$ cat src/rtl/arith_pkg.sv
// Shared arithmetic-datapath definitions.
// Holds the divider FSM state encoding, the default operand width and a
// helper that sizes the iteration counter for a given width.
package arith_pkg;

  localparam int unsigned DefaultW = 4;

  localparam logic [1:0] StIdle = 2'd0;
  localparam logic [1:0] StRun  = 2'd1;
  localparam logic [1:0] StDone = 2'd2;

  // Counter must be able to hold the values 0..w.
  function automatic int unsigned cnt_width(input int unsigned w);
    return $clog2(w + 1);
  endfunction

endpackage

$ cat src/rtl/sub_step.sv
// One restoring-division step: trial subtract plus restore mux.
// Ports:
//   rem     - shifted partial remainder (W+1 bits)
//   dvs     - divisor (W bits, zero-extended internally)
//   rem_nxt - next partial remainder (trial if non-negative, else rem)
//   qbit    - quotient bit produced by this step
module sub_step #(
  parameter int unsigned W = 4
) (
  input  logic [W:0]   rem,
  input  logic [W-1:0] dvs,
  output logic [W:0]   rem_nxt,
  output logic         qbit
);

  logic [W:0] trial;

  always_comb begin
    trial   = rem - {1'b0, dvs};
    // MSB clear means the subtraction did not borrow.
    qbit    = ~trial[W];
    rem_nxt = qbit ? trial : rem;
  end

endmodule

$ cat src/rtl/seqdiv_subaccu.sv
// Iterative unsigned restoring divider, one quotient bit per clock.
// Ports:
//   ck, rst      - clock and synchronous active-high reset
//   start        - request a division (ignored while busy)
//   a, b         - dividend and divisor, captured on the accepting edge
//   q, r         - quotient and remainder of the last completed operation
//   busy         - iteration in progress
//   done         - one-cycle pulse when q/r/dbz are newly updated
//   dbz          - last completed operation had a zero divisor
module seqdiv_subaccu
  import arith_pkg::*;
#(
  parameter int unsigned W = DefaultW
) (
  input  logic         ck,
  input  logic         rst,
  input  logic         start,
  input  logic [W-1:0] a,
  input  logic [W-1:0] b,
  output logic [W-1:0] q,
  output logic [W-1:0] r,
  output logic         busy,
  output logic         done,
  output logic         dbz
);

  localparam int unsigned CW = cnt_width(W);
  localparam logic [CW-1:0] LastCnt = CW'(W - 1);

  logic [1:0]    state_q, state_d;
  logic [CW-1:0] cnt_q, cnt_d;
  logic [W-1:0]  dvd_q, dvd_d;
  logic [W-1:0]  dvs_q, dvs_d;
  logic [W:0]    rem_q, rem_d;
  logic [W-1:0]  quo_q, quo_d;
  logic [W-1:0]  q_q, q_d;
  logic [W-1:0]  r_q, r_d;
  logic          dbz_q, dbz_d;

  logic [W:0]    shifted;
  logic [W:0]    step_rem;
  logic          step_qbit;
  logic          accept;

  // The remainder is always below the divisor, so its top bit is zero and
  // dropping it in the shift loses nothing.
  assign shifted = (W + 1)'({rem_q, dvd_q[W-1]});

  sub_step #(
    .W(W)
  ) u_sub_step (
    .rem     (shifted),
    .dvs     (dvs_q),
    .rem_nxt (step_rem),
    .qbit    (step_qbit)
  );

  assign accept = start && (state_q != StRun);

  always_comb begin
    state_d = state_q;
    cnt_d   = cnt_q;
    dvd_d   = dvd_q;
    dvs_d   = dvs_q;
    rem_d   = rem_q;
    quo_d   = quo_q;
    q_d     = q_q;
    r_d     = r_q;
    dbz_d   = dbz_q;

    case (state_q)
      StRun: begin
        dvd_d = dvd_q << 1;
        rem_d = step_rem;
        quo_d = (quo_q << 1) | W'(step_qbit);
        cnt_d = cnt_q + CW'(1);
        if (cnt_q == LastCnt) begin
          q_d     = quo_d;
          r_d     = step_rem[W-1:0];
          state_d = StDone;
        end
      end
      default: state_d = StIdle;
    endcase

    // Accepting from DONE overrides the return to IDLE: back-to-back ops.
    if (accept) begin
      dvd_d = a;
      dvs_d = b;
      rem_d = '0;
      quo_d = '0;
      cnt_d = '0;
      if (b == '0) begin
        state_d = StDone;
        q_d     = '1;
        r_d     = a;
        dbz_d   = 1'b1;
      end else begin
        state_d = StRun;
        dbz_d   = 1'b0;
      end
    end
  end

  always_ff @(posedge ck) begin
    if (rst) begin
      state_q <= StIdle;
      cnt_q   <= '0;
      dvd_q   <= '0;
      dvs_q   <= '0;
      rem_q   <= '0;
      quo_q   <= '0;
      q_q     <= '0;
      r_q     <= '0;
      dbz_q   <= 1'b0;
    end else begin
      state_q <= state_d;
      cnt_q   <= cnt_d;
      dvd_q   <= dvd_d;
      dvs_q   <= dvs_d;
      rem_q   <= rem_d;
      quo_q   <= quo_d;
      q_q     <= q_d;
      r_q     <= r_d;
      dbz_q   <= dbz_d;
    end
  end

  assign q    = q_q;
  assign r    = r_q;
  assign dbz  = dbz_q;
  assign busy = (state_q == StRun);
  assign done = (state_q == StDone);

endmodule

$ cat config.mk
export PLATFORM = sky130hd
export DESIGN_NAME = seqdiv_subaccu
export DESIGN_NICKNAME = d
export VERILOG_FILES = /design/src/rtl/arith_pkg.sv /design/src/rtl/sub_step.sv /design/src/rtl/seqdiv_subaccu.sv
export SDC_FILE = /design/constraint.sdc
export NUM_CORES = 1
export LEC_CHECK = 0
export BUFFER_PORTS_ARGS = -buffer_cell sky130_fd_sc_hd__buf_2
export CAP_MARGIN = 10
export CELL_PAD_IN_SITES_DETAIL_PLACEMENT = 0
export CELL_PAD_IN_SITES_GLOBAL_PLACEMENT = 1
export CORE_UTILIZATION = 41
export CTS_CLUSTER_SIZE = 14
export DETAILED_ROUTE_END_ITERATION = 8
export PLACE_DENSITY_LB_ADDON = 0.08
export SYNTH_ARGS = -nofsm -noshare
export SYNTH_HDL_FRONTEND = slang
export SYNTH_SLANG_ARGS = --single-unit
$ cat constraint.sdc
create_clock -name ck -period 3.11 [get_ports ck]
set_clock_uncertainty 0.2 [all_clocks]
set_input_delay 0.7775 -clock ck [delete_from_list [all_inputs] [get_ports ck]]
set_output_delay 0.7775 -clock ck [all_outputs]
set_load 0.02 [all_outputs]
Word-level counts from Yosys, hierarchy flattened. Cells that the tools add are included.

Register bits: 29. Latch bits: 0. Bits in writable memories: 0. Memory bits (read-only): 0. Input bits: 11. Output and inout port bits: 11. Word-level logic and storage cells: 38. Memories: 0.

Add/sub/neg operators: 2. $mul: 0. Divide/modulo/power cells: 0. $lt $le $gt $ge: 0. Equal/unequal tests: 5. Shifts and indexed selects: 0. Mux-type cells: 16. Bitwise logic cells: 2. Reduce and logical (&&, ||, !) cells: 4.

Operators by type and width (number): $mux 4 (11); $mux 2 (4); $sub 5x4->5 (1); $logic_not 4->1 (1); $or 4x1->4 (1); $add 3x1->3 const B (1); $eq 3x2->1 const B (1); $ne 3x1->1 const B (1); $eq 2x1->1 const B (1); $eq 2x2->1 const B (1); $ne 2x1->1 const B (1); $reduce_bool 2->1 (1); $reduce_or 2->1 (1); $logic_and 1x1->1 (1); $mux 1 (1); $not 1->1 (1).

Logic depth before layout (Yosys ltp). Gate-level depths: netlist of run 1.

Depth in word-level cells: 7. Gate-level depth with buffers: 8. Depth with buffers taken out: 8.

By module. Synthesis of run 1 repeated with hierarchy kept, for this count alone.

Cell total of the unflattened synthesis: 158. Area total of the unflattened synthesis: 1442.6 um^2.

By module, submodules not included: seqdiv_subaccu (times used 1, cells an instance 130, area each 1212.4 um^2, seq. area each 580.6 um^2); sub_step (times used 1, cells an instance 28, area each 230.2 um^2, seq. area each 0.0 um^2).

Worst setup path before layout of run 1. No wires, ideal clock.

Kind: flip-flop to flip-flop. Start point: register dvd_q[3]. End point: register rem_q[1]. Setup time: 0.075 ns. Arrival: 2.065 ns. Required time: 2.835 ns. Setup slack: 0.771 ns. Cell stages (with the launch flop): 9. Buffers on the path: 0. Period minus slack after synthesis: 2.339 ns. Cell sequence: dfxtp_1 > inv_1 > ha_1 > fa_1 > nand2b_1 > a21oi_4 > xor2_4 > mux2_2 > o22ai_1.

Longest elaborated chain between the ends: 2.

RTL lines: start: declaration (line seqdiv_subaccu.sv:32) `logic [W-1:0] dvd_q, dvd_d;`; start signal: assignment (line seqdiv_subaccu.sv:119) `dvd_q <= dvd_d;`; $sub 5x4->5 (line sub_step.sv:19) `trial = rem - {1'b0, dvs};`; $mux 4 (line sub_step.sv:22) `rem_nxt = qbit ? trial : rem;`; end signal: assignment (line seqdiv_subaccu.sv:121) `rem_q <= rem_d;`; end: declaration (line seqdiv_subaccu.sv:34) `logic [W:0] rem_q, rem_d;`.

Every way passes these cells. A chain may end at the register's enable or synchronous reset.

Final worst setup path of run 1.
Start point: register dvd_q[3]. End point: register rem_q[0].

Longest elaborated chain between the ends: 2.

RTL lines (line): $sub 5x4->5 (sub_step.sv:19); $mux 4 (*) (sub_step.sv:22).

Mark *: on every way between the ends. The rest lies on a longest branch, timed or not.

==> results_dict.tcl, run 1 <==
set metrics [dict create \
    outcome "finished clean" \
    yosys.area_share.simple 0.2081 \
    path_max_fanout 10 \
    rows 20 \
    ys_warn_count 0 \
    top_usage_layer "met2" \
    critPathKind "flip-flop to flip-flop" \
    p_leak_uw 0.0006479 \
    muxShareOfSynthArea 0.06077 \
    cts_buffer_depth 2 \
    cts_hold_buf 0 \
    crit_required_ps 3150 \
    first_iter_violations 52 \
    synth_flop_cell "dfxtp_1" \
    cts-root-buf "clkbuf_4" \
    ctsResizeCount 0 \
    wl_per_cell_um 13.25 \
    clock_latency_ps 330 \
    setup_viol 0 \
    synth_xor_area_frac 0.03959 \
    finalWorstPathRequiredPeriod_ps 2552 \
    drt_first_pass_iters 4 \
    start_util 0.4379 \
    synth.most_common_cell "dfxtp_1" \
    synthAdderAreaFrac 0.06998 \
    cts_tree "yes" \
    first_global_vias 1008 \
    place_congestion 0.7788 \
    met1_usage 0.2483 \
    routed_via_density 5.064 \
    synth_area_leaders "dfxtp_1 (43%), nand2_1 (5.8%), ha_1 (5.5%), mux2i_1 (4.4%), nor2_1 (4.1%)" \
    use_met2 0.2745 \
    relSlewSlack 0.6568 \
    finalHoldViolations 0 \
    dp.cells 212 \
    vias 1114 \
    core_mm2 0.003103 \
    critPathLaunchType "flip-flop" \
    min_period_over_period 0.8205 \
    wirelength_mm 2.914 \
    tightest_slew_ps 514.3 \
    fp.dieW_um 59.57 \
    antenna_found_initial 0 \
    io_buffers 21 \
    ioPinCount 22 \
    grt_remaining_overflow 0 \
    grtUsageMet3 0.05677 \
    grt.total_usage 0.1862 \
    cts_setup_buffers 0 \
    final_cells 220 \
    synth_compound_area_frac 0.1483 \
    r2r_cells 8 \
    cts_buffers 5 \
    post-route-util 0.5077 \
    area_growth_syn_to_layout_pct 15.93 \
    grt_pass1_wl_mm 4.747 \
    holdCritPathClass "flip-flop to flip-flop" \
    drive_above_1_share 0.1932 \
    fin_nets 193 \
    synth_edf_count 0 \
    syn_nets 173 \
    power.density_mw_per_mm2 558.1 \
    worstPathArrival_ps 2600 \
    cp-end-kind "flip-flop" \
    fmax_ghz 0.3919 \
    synthArstFlopShare 0 \
    hold_depth 2 \
    dp_hpwl_mm 2.149 \
    h-tree-depth 2 \
    fp.dieArea_mm2 0.003549 \
    final.setup.tns_ps 0 \
    fill_cells 330 \
    route.detailed.drc 0 \
    syn_inst 155 \
    clkSlewWorstSetupHoldPaths_ps 90 \
    irDropWorstVdd_mv 0.2799 \
    synthesis.area_mm2 0.001359 \
    antenna_left 0 \
    diodes 0 \
    yosys.area.top_type "dfxtp_1" \
    rsz0062_at_grt "false" \
    die_height_um 59.57 \
    ys_ff_latch 29 \
    cts.sinks 29 \
    synth_top_family_by_area "simple AND/OR/NAND/NOR gates" \
    grt_max_degree 24 \
    synth_common_cells "dfxtp_1 (29), nand2_1 (21), nor2_1 (15)" \
    maxSlewViolCount 0 \
    cap_violations 0 \
    synth_cell_types 32 \
    post_synth.cell_area_avg_um2 8.766 \
    synth_seq_area_share 0.4273 \
    netlist.area_leader.share 0.4273 \
]
==> registers in the layout, indices dropped and copies added (netlist names) <==
| register | flops |
|---|---|
| cnt_q | 3 |
| r | 4 |
| state_q | 2 |
| rem_q | 4 |
| dbz | 1 |
| dvs_q | 4 |
| q | 4 |
| dvd_q | 4 |
| quo_q | 3 |
==> worst max-delay path, stage by stage (launching register included) <==
cell	delay [ps]
dfxtp_1	340
inv_1	60
ha_1	240
fa_1	390
nand2b_1	190
a21oi_4	180
xor2_4	310
mux2_2	400
o22ai_1	150
==> cells by family (layout without fill, tap and decap cells) <==
family / Yosys count / in the layout
AND/OR/NAND/NOR: 61 / 61
AO/OA/AOI/OAI: 30 / 30
flip-flops: 29 / 29
buffers and inverters: 16 / 37
multiplexers: 8 / 8
adder cells (fa/ha/maj): 7 / 7
XOR/XNOR: 4 / 4
==> final timing paths <==
kind                  from  slack [ps]        to
hold reg to reg   cnt_q[1]         270  cnt_q[1]
setup / recovery  dvd_q[3]         560  rem_q[0]
hold / removal    cnt_q[1]         270  cnt_q[1]
setup reg to reg  dvd_q[3]         560  rem_q[0]
==> report_power, final <==
part	switching (µW)	total (µW)	internal, µW
combinational	90.3	155	64.5
sequential	11.9	400	389
clock	132	324	192
==> cell type report <==
class,instances,area [µm²],share of cell area
clock buffer,7,55.05,0.03495
timing repair buffer,22,112.6,0.07149
multi-input combinational,110,715.7,0.4543
inverter,7,26.28,0.01668
sequential,29,580.6,0.3685
clock inverter,1,30.03,0.01906
tap,44,55.05,0.03495
==> cell usage in the layout, fill, tap and decap left out, types with 4 or more instances in the layout <==
cell type,count
a211oi_1,6
a21oi_1,11
buf_2,21
clkbuf_4,5
dfxtp_1,29
ha_1,6
inv_1,7
mux2i_1,6
nand2_1,21
nand2b_1,4
nand3_1,6
nor2_1,15
nor3_1,5
o22ai_1,4
==> metal layers <==
layer  part of all wire  vias up  wire (µm)
li1                   -      575          -
met1               0.47      503       1379
met2               0.46       29       1330
met3              0.054        7        157
met4              0.016        0         48
met5                  0        -          0
==> metrics by stage <==
| step | instance area, µm² | setup WS (ps) | power [µW] | hold WS (ps) |
|---|---|---|---|---|
| 5_1_grt | 1575 | 415.9 | 925.7 | 279.8 |
| 6_report | 1575 | 558.3 | 879.2 | 265.3 |
| 3_3_place_gp | 1490 | 568.9 | 563.7 | 245.9 |
| 2_1_floorplan | 1359 | 770.7 | 528.0 | 236.3 |
| 3_5_place_dp | 1490 | 550.6 | 566.5 | 251.5 |
| 4_1_cts | 1575 | 525.3 | 888.5 | 267.9 |
No activity file was read; power rests on OpenSTA's default activity.
==> run 2: changes to the inputs <==
- CORE_UTILIZATION: 41 -> 37
- clock period: 3.11 -> 2.1 ns (I/O delays scaled with it)
==> run 2 against run 1 <==
Compared with the run above: the flow now finishes with violations (setup timing); sequential power increased by 49%; fmax increased by 15%; setup slack got worse by 680 ps; sequential cell count unchanged; die area increased by 10%; highest routed layer unchanged.
==> results_dict.tcl, run 2 (synthesis gave the netlist of run 1 again) <==
set metrics [dict create \
    power.density_mw_per_mm2 801.9 \
    fin_nets 207 \
    routed_via_density 5.004 \
    io_buffers 21 \
    worstReg2RegStart "dvd_q[3]" \
    cp-startpoint "dvd_q[3]" \
    h-tree-depth 2 \
    relSlewSlack 0.7142 \
    p_leak_uw 0.0007330 \
    layout_common_cells "dfxtp_1 (28), nand2_1 (21), buf_2 (21)" \
    clock_latency_ps 340 \
    setup_viol 9 \
    critPathLaunchType "flip-flop" \
    cap_violations 0 \
    cts_tree "yes" \
    irDropWorstVdd_mv 0.3820 \
    power.switching_uw 377.5 \
    grt_pass1_wl_mm 5.409 \
    crit_required_ps 2170 \
    failed_checks "setup timing" \
    cts_buffers 5 \
    grt_max_degree 24 \
    worstPathArrival_ps 2290 \
    path_max_fanout 5 \
    rsz0062_at_grt "true" \
    outcome "complete, but fails checks" \
    finalHoldViolations 0 \
    antenna_left 0 \
    power.total_uw 1383 \
    clkSlewWorstSetupHoldPaths_ps 110 \
    cts-root-buf "clkbuf_4" \
    min_period_over_period 1.059 \
    fp.dieArea_mm2 0.003919 \
    cp-endpoint "rem_q[1]" \
    layout_commonest_cell "dfxtp_1" \
    grt_remaining_overflow 0 \
    finalWorstPathRequiredPeriod_ps 2223 \
    place_congestion 0.8275 \
    maxSlewViolCount 0 \
    ioPinCount 22 \
    combPwrFrac 0.213 \
    vias 1181 \
    area_growth_syn_to_layout_pct 26.89 \
    route.detailed.drc 0 \
    reg2reg_setup_slack_ps -120 \
    dp_hpwl_mm 2.307 \
    post-route-util 0.5048 \
    cts.sinks 29 \
    first_iter_violations 42 \
    r2r_cells 8 \
    critPathKind "flip-flop to flip-flop" \
    pwr-share-seq 0.430 \
    pwr-share-clk 0.357 \
    p_sw_frac 0.2730 \
    intPower_uw 1005 \
    holdCritPathClass "input pin to flip-flop" \
    fmax_ghz 0.4499 \
    core_mm2 0.003416 \
    tightest_slew_ps 428.8 \
    wirelength_mm 3.130 \
    fp.dieW_um 62.60 \
    grt.total_usage 0.1794 \
    rows 21 \
    cp-end-kind "flip-flop" \
    diodes 0 \
    cts_hold_buf 0 \
    final.setup.tns_ps -684.3 \
    hold_slack_ps 248.4 \
    antenna_found_initial 0 \
    fin_ws_ps -122.9 \
    drt_first_pass_iters 4 \
    r2r-end "rem_q[1]" \
    drive_above_1_share 0.2842 \
    start_util 0.3978 \
    wl_per_cell_um 13.26 \
    die_height_um 62.60 \
    cts_buffer_depth 2 \
    first_global_vias 1155 \
]
==> run 2: cell types whose count changed in the layout (fill, tap and decap cells not counted), sizes merged <==
| cell | change |
|---|---|
| buf | +14 |
==> run 2: worst min-delay path by stage <==
stage          startpoint  endpoint  depth (start not counted)
6_report             b[2]  dvs_q[2]                          3
5_1_grt              b[3]  dvs_q[3]                          3
4_1_cts              b[2]  dvs_q[2]                          3
3_5_place_dp     cnt_q[1]  cnt_q[1]                          2
3_3_place_gp     dvs_q[2]  dvs_q[2]                          2
2_1_floorplan    dvs_q[2]  dvs_q[2]                          2
==> run 2: repair_timing <==
item | in CTS | in global routing
endpoints found under the setup margin | 10 | 10
setup buffers | 3 | 2
gates resized for setup | 1 | 1
pin swaps | 4 | 2
==> run 2: through the flow <==
stage	instances	setup WS, ps	area (µm²)
6_report	236	-122.9	1724
5_1_grt	236	-194.7	1724
4_1_cts	234	-114.0	1705
3_5_place_dp	223	-175.0	1592
3_3_place_gp	223	-120.9	1592
2_1_floorplan	155	-124.7	1390
==> run 2: cell type report <==
type / instances / area, µm²
clock buffers: 7 / 55.05
clock inverters: 1 / 30.03
fillers: 332 / 1692
inverters: 7 / 26.28
multi-input cells: 110 / 752.0
flip-flops and latches: 29 / 581.8
well taps: 46 / 57.56
repair buffers: 36 / 221.5
==> run 2: worst max-delay path: stages (launching register included) <==
cell      delay [ps]
dfxtp_2          350
inv_2             50
ha_4             150
fa_2             340
nand2b_4         160
a21oi_4          170
xor2_4           250
mux2_4           330
o22ai_1          170
==> run 2: power by group through the flow <==
stage / logic (µW) / registers (µW) / clock network, µW
after global placement: 269 / 607 / 0
after floorplan: 194 / 607 / 0
final: 295 / 594 / 494
after global routing: 324 / 599 / 538
after CTS: 288 / 595 / 496
after detailed placement: 272 / 607 / 0
==> run 2: per-layer routing <==
| layer | track usage | share of wire |
|---|---|---|
| met1 | 0.2190 | 0.48 |
| met2 | 0.2908 | 0.45 |
| met3 | 0.03650 | 0.050 |
| met4 | 0.1047 | 0.026 |
| met5 | 0 | 0 |
